`src/rtl/insq_fifo_if.sv`:
```
// Instruction-queue bus: fetch push side, issue pop side, status back to fetch.
//
// Handshakes:
//   push: fetch offers an entry with push_valid; it is taken at the clock edge
//         if there is room (or the head leaves the same cycle). Fetch throttles
//         itself on insq_full, which asserts early so registered pushes still fit.
//   pop:  out_valid/out_ins/out_pc present the oldest entry (first-word-fall-
//         through); the entry is consumed at the edge where out_valid and
//         pop_ready are both high.
interface insq_fifo_if #(
  parameter int DEPTH_LOG = 4,
  parameter int INS_W     = 32,
  parameter int PC_W      = 32
);
  logic                 push_valid;
  logic [INS_W-1:0]     push_ins;
  logic [PC_W-1:0]      push_pc;
  logic                 insq_full;
  logic                 pop_ready;
  logic                 out_valid;
  logic [INS_W-1:0]     out_ins;
  logic [PC_W-1:0]      out_pc;
  logic [DEPTH_LOG:0]   count;

  // Pipeline side: fetch pushes, issue pops, both observe status.
  modport master (
    output push_valid, push_ins, push_pc, pop_ready,
    input  insq_full, out_valid, out_ins, out_pc, count
  );

  // Queue side.
  modport slave (
    input  push_valid, push_ins, push_pc, pop_ready,
    output insq_full, out_valid, out_ins, out_pc, count
  );
endinterface

```
`src/rtl/insq_fifo.sv`:
```
// Instruction queue between fetch and decode/issue.
// Circular buffer of 2**DEPTH_LOG (instruction, PC) pairs, FWFT head output,
// early-full to fetch, whole-queue flush on redirect, global ready stall.
// Optional: define INSQ_BYPASS_EN to forward a push straight to the output
// when the queue is empty (zero-latency push -> out_valid).
module insq_fifo #(
  parameter int DEPTH_LOG   = 4,
  parameter int INS_W       = 32,
  parameter int PC_W        = 32,
  parameter int FULL_MARGIN = 2
) (
  input  logic          clk,
  input  logic          reset,
  input  logic          ready,
  input  logic          flush,
  insq_fifo_if.slave    q
);
  localparam int DEPTH = 1 << DEPTH_LOG;
  localparam logic [DEPTH_LOG:0] DEPTH_C   = (DEPTH_LOG+1)'(DEPTH);
  localparam logic [DEPTH_LOG:0] FULL_TH_C = (DEPTH_LOG+1)'(DEPTH - FULL_MARGIN);

  logic [INS_W-1:0]     mem_ins [DEPTH];
  logic [PC_W-1:0]      mem_pc  [DEPTH];
  logic [DEPTH_LOG-1:0] head;
  logic [DEPTH_LOG-1:0] tail;
  logic [DEPTH_LOG:0]   count_r;

  logic is_empty;
  logic is_full;
  logic live;        // this edge may change state at all
  logic bypass_act;  // empty queue forwarding the incoming push
  logic pop_acc;
  logic push_acc;
  logic do_write;    // push lands in the array
  logic do_adv;      // head pointer moves

  assign is_empty = (count_r == '0);
  assign is_full  = (count_r == DEPTH_C);
  assign live     = ready && !flush;

`ifdef INSQ_BYPASS_EN
  assign bypass_act = is_empty && q.push_valid && live;
`else
  assign bypass_act = 1'b0;
`endif

  // Pop and push acceptance; a full queue still takes a push if the head leaves.
  always_comb begin
    pop_acc  = live && q.pop_ready && q.out_valid;
    push_acc = live && q.push_valid && (!is_full || pop_acc);
    // A bypassed entry that is consumed immediately never touches the array.
    do_write = push_acc && !(bypass_act && pop_acc);
    do_adv   = pop_acc  && !bypass_act;
  end

  // Head presentation and status back to fetch.
  always_comb begin
    q.out_valid = !is_empty || bypass_act;
    q.out_ins   = bypass_act ? q.push_ins : mem_ins[head];
    q.out_pc    = bypass_act ? q.push_pc  : mem_pc[head];
    q.insq_full = (count_r >= FULL_TH_C);
    q.count     = count_r;
  end

  // Pointer and occupancy register; reset and flush empty the queue.
  always_ff @(posedge clk) begin
    if (reset) begin
      head    <= '0;
      tail    <= '0;
      count_r <= '0;
    end else if (ready) begin
      if (flush) begin
        head    <= '0;
        tail    <= '0;
        count_r <= '0;
      end else begin
        if (do_write) tail <= tail + 1'b1;
        if (do_adv)   head <= head + 1'b1;
        if (push_acc && !pop_acc)      count_r <= count_r + 1'b1;
        else if (pop_acc && !push_acc) count_r <= count_r - 1'b1;
      end
    end
  end

  // Entry storage; contents after reset/flush are don't-care.
  always_ff @(posedge clk) begin
    if (do_write) begin
      mem_ins[tail] <= q.push_ins;
      mem_pc[tail]  <= q.push_pc;
    end
  end
endmodule

```
`src/flat_wrapper.sv`:
```
// flat-port wrapper written by rule: the top's interface ports become plain ports
module insq_fifo_flat 
#(
  parameter int DEPTH_LOG   = 4,
  parameter int INS_W       = 32,
  parameter int PC_W        = 32,
  parameter int FULL_MARGIN = 2
)
  (clk, reset, ready, flush, q_push_valid, q_push_ins, q_push_pc, q_pop_ready, q_insq_full, q_out_valid, q_out_ins, q_out_pc, q_count);
  insq_fifo_if #(.DEPTH_LOG(DEPTH_LOG), .INS_W(INS_W), .PC_W(PC_W)) q_i ();
  input  logic clk;
  input  logic reset;
  input  logic ready;
  input  logic flush;
  input wire logic [$bits(q_i.push_valid)-1:0] q_push_valid;
  input wire logic [$bits(q_i.push_ins)-1:0] q_push_ins;
  input wire logic [$bits(q_i.push_pc)-1:0] q_push_pc;
  input wire logic [$bits(q_i.pop_ready)-1:0] q_pop_ready;
  output wire logic [$bits(q_i.insq_full)-1:0] q_insq_full;
  output wire logic [$bits(q_i.out_valid)-1:0] q_out_valid;
  output wire logic [$bits(q_i.out_ins)-1:0] q_out_ins;
  output wire logic [$bits(q_i.out_pc)-1:0] q_out_pc;
  output wire logic [$bits(q_i.count)-1:0] q_count;
  assign q_i.push_valid = q_push_valid;
  assign q_i.push_ins = q_push_ins;
  assign q_i.push_pc = q_push_pc;
  assign q_i.pop_ready = q_pop_ready;
  assign q_insq_full = q_i.insq_full;
  assign q_out_valid = q_i.out_valid;
  assign q_out_ins = q_i.out_ins;
  assign q_out_pc = q_i.out_pc;
  assign q_count = q_i.count;
  insq_fifo #(.DEPTH_LOG(DEPTH_LOG), .INS_W(INS_W), .PC_W(PC_W), .FULL_MARGIN(FULL_MARGIN)) u_core (.clk(clk), .reset(reset), .ready(ready), .flush(flush), .q(q_i));
endmodule
```
`config.mk`:
```
export PLATFORM = sky130hd
export DESIGN_NAME = insq_fifo_flat
export DESIGN_NICKNAME = d
export VERILOG_FILES = /design/src/rtl/insq_fifo_if.sv /design/src/rtl/insq_fifo.sv /design/src/flat_wrapper.sv
export SDC_FILE = /design/constraint.sdc
export NUM_CORES = 1
export LEC_CHECK = 0
export CAP_MARGIN = 0
export CORE_MARGIN = 5
export CORE_UTILIZATION = 50
export CTS_CLUSTER_SIZE = 24
export DETAILED_ROUTE_END_ITERATION = 8
export PLACE_DENSITY = 0.74
export SLEW_MARGIN = 20
export SYNTH_ARGS = -nofsm -noshare
export SYNTH_HDL_FRONTEND = slang
export SYNTH_SLANG_ARGS = --single-unit
```
`constraint.sdc`:
```
create_clock -name clk -period 8.5 [get_ports clk]
set_input_delay 1.7 -clock clk [delete_from_list [all_inputs] [get_ports clk]]
set_output_delay 1.7 -clock clk [all_outputs]
set_load 0.02 [all_outputs]
```
==> metrics, run 1 <==
Synth Warn #=0; Port Buffer Count=140; Final nets=1828; total clock sinks=roughly 1000; Worst-path clk slew=0.06 ns; initial DRC count=roughly 1800; # Post-CTS Setup Buffers=0; die area=84700 um^2; status=completed; Peak VDD IR=0.000173 V; syn_nets=1626; final wirelength=slightly above 80 mm; Pwr per Cell Area=roughly 230 nW/um^2; syn avg cell area=25.5 um^2; Fillers=5438; GRT Total Usage=19.1%; vias=17400; gpl congestion=0.769; Die H=291 um; critical path required time=6.80 ns; final worst-path setup slack=about 3.1 ns; root buffer cell=clkbuf_16; crit share post-route=63.3%; total congestion overflow=0; initial core utilization=between 50% and 60%; drt drc=0; cts repair resizes=0; Die X=291 um; DR WL met2=40.5 mm; Avg WL per Cell=around 28 um; first-pass GRT wire length=120 mm; CP max FO=57; crit start category=flip-flop; Core Region=78600 um^2; most frequent cells in the layout=edfxtp_1 (1024), mux4_2 (320), clkdlybuf4s50_1 (140), clkbuf_16 (102), buf_4 (28); leak pwr=13.6 nW; CTS Buffer Depth=3; clk_skew=between 0.02 and 0.025 ns; most common cell after layout, fill and taps aside=edfxtp_1; #FFs+latches synth=1041; CTS H-Tree Depth=3; Final HPWL DP=around 42 mm; sequential area share after synthesis=78.8%; RSZ-0062 raised after global routing=no; DR WL met3=slightly below 6 mm; uppermost layer routed=met5; Max-cap violations=0; DR vias/cell=6.01; insertion delay to the later sink of the worst-skew pair=0.66 ns; # rows=between 100 and 150; crit path kind=flip-flop to output pin; vias in the first global route=18100; cells after synthesis=1546; minimum clock period after layout=5.38 ns; maximum operating frequency=186 MHz; Yosys cell types=39; cts bufs inserted=101; drt pass-1 iters=5; io pins=roughly 140; initial antenna violation count=5; Final Max Slew Viols=0; post-route antenna net violation count=0; hold crit path type=flip-flop to flip-flop; Data arrival, critical path=3.68 ns; cts hold-fix bufs=0; largest net degree at the start of global routing=124; P&R area growth vs syn=15.2%; Worst Tran Pin Value=approximately 1.1 ns; final hold violation count=0; Metal-1 WL=33.4 mm; setup TNS=0 ns; Worst Setup End Kind=output pin; Final Setup Violations=0; relative slew slack=between 20 and 30%; TritonCTS clock tree=built; Post-Place Worst Slack=3.00 ns; Cell Area, Synth=39500 um^2; share of cells above drive strength 1=about 29%
-- worst max-delay path: stages, from the launching register on --
cell	delay (ns)
dfxtp_4	0.65
buf_4	0.75
mux4_2	0.42
mux4_2	0.57
clkdlybuf4s50_1	0.57
-- per-layer routing --
layer | vias to the layer above | GRT usage [%]
met3 | 90 | 3.46
met5 | - | 0
met2 | 706 | 31.1
met4 | 8 | 4.03
met1 | 9388 | 28.0
li1 | 7159 | -
-- cell usage after synthesis --
cell type	instances	area, um^2
xnor2_1	3	26.3
buf_1	9	33.8
nand2b_1	2	12.5
o211a_1	1	10.0
o31ai_1	1	7.51
nand4_1	1	6.26
or3_1	1	6.26
ha_1	9	113
buf_8	1	15.0
buf_4	2	15.0
o21ai_0	12	60.1
o21a_1	1	7.51
buf_6	25	282
fa_1	1	20.0
a31o_2	1	8.76
nor2b_1	1	6.26
clkbuf_1	34	128
nor3b_1	1	7.51
a21boi_0	1	7.51
inv_1	9	33.8
mux2i_1	3	30.0
buf_2	2	10.0
nand2_1	12	45.0
xor2_1	3	26.3
nor2_1	11	41.3
a21o_1	1	7.51
and2_1	8	50.1
o211ai_1	1	7.51
mux4_2	320	7210
edfxtp_1	1024	30700
nand3b_1	3	22.5
nand3_1	5	25.0
dfxtp_1	17	340
nor3_1	6	30.0
a21oi_1	10	50.1
a22oi_1	1	7.51
or4_1	1	7.51
nor4_1	1	6.26
and3b_1	1	8.76
-- state kept, by name, summed over array words and instances, names as in the netlist, named ones only --
signal          flops
u_core.mem_ins    512
u_core.head         4
u_core.q.count      5
u_core.mem_pc     512
u_core.tail         4
-- logic make-up after synthesis --
| kind of cell | synth area share, % |
|---|---|
| buf+inv | 1.31 |
| simple gates | 0.697 |
| flops | 78.8 |
| mux | 18.3 |
| compound gates | 0.441 |
| fa+ha+maj | 0.336 |
| xor+xnor | 0.133 |
-- cell type report --
class,count,area (um^2),area share (%)
diodes,1,2.50,0.00550
clock buffers,114,2600,5.71
clock inverters,77,806,1.77
inverters,9,33.8,0.0743
multi-input cells,423,7940,17.5
flip-flops and latches,1041,31100,68.4
well taps,1050,1310,2.89
repair buffers,172,1680,3.70
-- power by group --
group	total (W)	internal (W)	switching (W)
combinational	0.000333	0.000151	0.000182
clock	0.00451	0.00261	0.00189
sequential	0.00566	0.00565	0.00000811
-- path summary, 6_finish.rpt --
path | from | slack (ns) | cells after the start | to
worst max register to register | u_core.q.count[1] | 4.88 | 5 | u_core.mem_ins[12][25]
worst max-delay path | flip-flop | 3.12 | 4 | q_out_pc[0]
worst min register to register | u_core.head[2] | 0.53 | 2 | flip-flop
worst min-delay path | u_core.head[2] | 0.53 | 2 | flip-flop
-- stage by stage --
step / total power, W / hold WS [ns] / instances / instance area [um^2] / utilization (%)
5_1_grt: 0.0108 / 0.543 / 2886 / 45500 / 57.9
2_1_floorplan: 0.00594 / 0.474 / 1546 / 39500 / -
6_report: 0.0105 / 0.525 / 2887 / 45500 / 57.9
4_1_cts: 0.0106 / 0.524 / 2886 / 45500 / 57.8
3_5_place_dp: 0.00610 / 0.508 / 2695 / 42100 / 53.5
3_3_place_gp: 0.00609 / 0.507 / 2695 / 42100 / 53.5
(Power assumes the default switching activity.)
==> inputs of run 2 (changes only) <==
--- a/config.mk
+++ b/config.mk
@@ -10,7 +10,7 @@
 export CORE_UTILIZATION = 50
 export CTS_CLUSTER_SIZE = 24
 export DETAILED_ROUTE_END_ITERATION = 8
-export PLACE_DENSITY = 0.74
+export PLACE_DENSITY = 0.77
 export SLEW_MARGIN = 20
 export SYNTH_ARGS = -nofsm -noshare
 export SYNTH_HDL_FRONTEND = slang
==> constraint.sdc (replaced) <==
create_clock -name clk -period 4.3 [get_ports clk]
set_input_delay 0.86 -clock clk [delete_from_list [all_inputs] [get_ports clk]]
set_output_delay 0.86 -clock clk [all_outputs]
set_load 0.02 [all_outputs]
==> metrics, run 2 (synthesis results as in run 1) <==
total congestion overflow=0 (unchanged); critical path required time=3.44 ns (-3.36 ns); Core Region=78600 um^2 (unchanged); leak pwr=13.8 nW (+1.1%); cts bufs inserted=97 (-4.0%); # rows=103 (unchanged); Most Used Layer, Global Route=met2; RSZ-0062 raised after global routing=no; Max-cap violations=0 (unchanged); initial antenna violation count=9 (+4); CP max FO=27 (-53%); vias in the first global route=18400 (+1.8%); Fillers=5370 (-1.3%); Comb pwr share=3.3% (about the same); Worst Tran Pin Value=0.909 ns (-0.150 ns); final hold violation count=0 (unchanged); first-pass GRT wire length=124 mm (+3.4%); Post-DP Area=42700 um^2 (+1.4%); total clock sinks=1041 (unchanged); die area=84700 um^2 (unchanged); CTS H-Tree Depth=3 (unchanged); Post-Place Cells=2721 (+0.96%); root buffer cell=clkbuf_16; initial core utilization=50.2% (unchanged); Final Setup Violations=0 (unchanged); status=completed; P&R area growth vs syn=16.3%; met1 usage=28.2% (+0.23 points); final core occ=58.4% (+0.54 points); insertion delay to the later sink of the worst-skew pair=0.64 ns (-0.02 ns); hold crit path type=flip-flop to flip-flop; Cells on Worst Hold Path=2 (unchanged); worst-case reg-to-reg path depth=8 (+3); gpl congestion=0.742 (-3.5%); Post-Place Worst Slack=0.760 ns (-2.24 ns); final wirelength=85.1 mm (+5.2%); TritonCTS clock tree=built; Die X=291 um (unchanged); DR vias/cell=6.13 (+2.0%); CTS Buffer Depth=3 (unchanged); drt pass-1 iters=5 (unchanged); Worst Setup End Kind=output pin; part of the power in registers=55.0% (+1.1 points); Final Max Slew Viols=0 (unchanged); met3 GRT Util=4.35% (+0.89 points); initial DRC count=2015 (+10%); Data arrival, critical path=3.30 ns (-0.38 ns); Pwr per Cell Area=443 nW/um^2 (+92%); Final HPWL DP=43.3 mm (+2.0%); Peak VDD IR=0.000313 V (+81%); Sw Share=19.6% (-0.20 points); power share of the clock group=41.7% (-1.2 points); post-route cell area=45900 um^2 (+0.94%); Final nets=1852 (+1.3%); most common cell after layout, fill and taps aside=edfxtp_1; crit start category=flip-flop; Int Power=0.0163 W (+94%); maximum operating frequency=between 200 and 250 MHz; crit share post-route=96.7%; # Post-CTS Setup Buffers=0 (unchanged); multi-input logic area=7970 um^2 (+0.32%); post-route antenna net violation count=0 (unchanged); Die H=291 um (unchanged); Avg WL per Cell=29.3 um (+4.6%); clk_skew=0.0205 ns (-0.00256 ns); relative slew slack=38.9% (+9.4 points); Worst-path clk slew=0.07 ns (about the same); area of all sequential standard cells=31100 um^2 (unchanged); largest net degree at the start of global routing=71 (-43%); crit path kind=flip-flop to output pin; Psw=0.00400 W (+92%); Port Buffer Count=140 (unchanged); io pins=141 (unchanged); minimum clock period after layout=4.16 ns; vias=17800 (+2.6%); share of cells above drive strength 1=29.4% (+0.10 points); drt drc=0 (unchanged); most frequent cells in the layout=edfxtp_1 (1024), mux4_2 (320), clkdlybuf4s50_1 (140), clkbuf_16 (100), buf_12 (32); final worst-path setup slack=0.143 ns (-2.98 ns); GR Util met2=32.2% (+1.1 points); GRT Total Usage=19.9% (+0.76 points); final cell count without fillers=2904 (+0.59%)
[run 2: layout make-up]
type,count,area share [%]
sequential,1041,67.8
clock inverter,59,1.36
antenna,4,0.0218
timing repair buffer,200,5.07
clock buffer,118,5.51
multi-input combinational,423,17.4
tap,1050,2.86
inverter,9,0.0736
[run 2: per-stage QoR]
stage	total power, W	hold WS, ns	setup TNS (ns)
floorplan	0.0117	0.474	-186.73
global placement	0.0120	0.502	0
detailed placement	0.0121	0.518	0
CTS	0.0205	0.537	0
global route	0.0210	0.557	0
finish	0.0203	0.538	0
[run 2: power groups by stage]
stage / Sequential, W / Combinational [W] / Clock, W
5_1_grt: 0.0112 / 0.000731 / 0.00909
4_1_cts: 0.0112 / 0.000681 / 0.00861
3_3_place_gp: 0.0114 / 0.000653 / 0
6_report: 0.0112 / 0.000680 / 0.00848
2_1_floorplan: 0.0114 / 0.000344 / 0
3_5_place_dp: 0.0114 / 0.000676 / 0
[run 2: path summary, 6_finish.rpt]
kind | from | to | slack (ns)
worst min register to register | u_core.head[3] | flip-flop | 0.54
worst min-delay path | u_core.head[3] | flip-flop | 0.54
worst max-delay path | flip-flop | q_out_ins[2] | 0.14
worst max register to register | u_core.q.count[0] | u_core.q.count[4] | 1.40
[run 2: what timing repair did]
| item | CTS | global route |
|---|---|---|
| setup endpoints to repair | 0 | 6 |
| gates resized for setup | 0 | 2 |
| hold buffers | 0 | 0 |
| endpoints found under the hold margin | 0 | 0 |
[run 2: critical path, cell delays in order, from the launching register on]
cell and delay, ns:
dfxtp_4 0.38, buf_12 0.29, buf_12 0.29, mux4_2 0.57, mux4_2 0.52, clkdlybuf4s50_1 0.57
[run 2: routing by layer]
layer  part of all wire [%]  up-vias
met5                  0.054        -
met4                    2.0        8
met3                    8.3      123
met2                     50      848
met1                     40     9601
li1                       -     7217
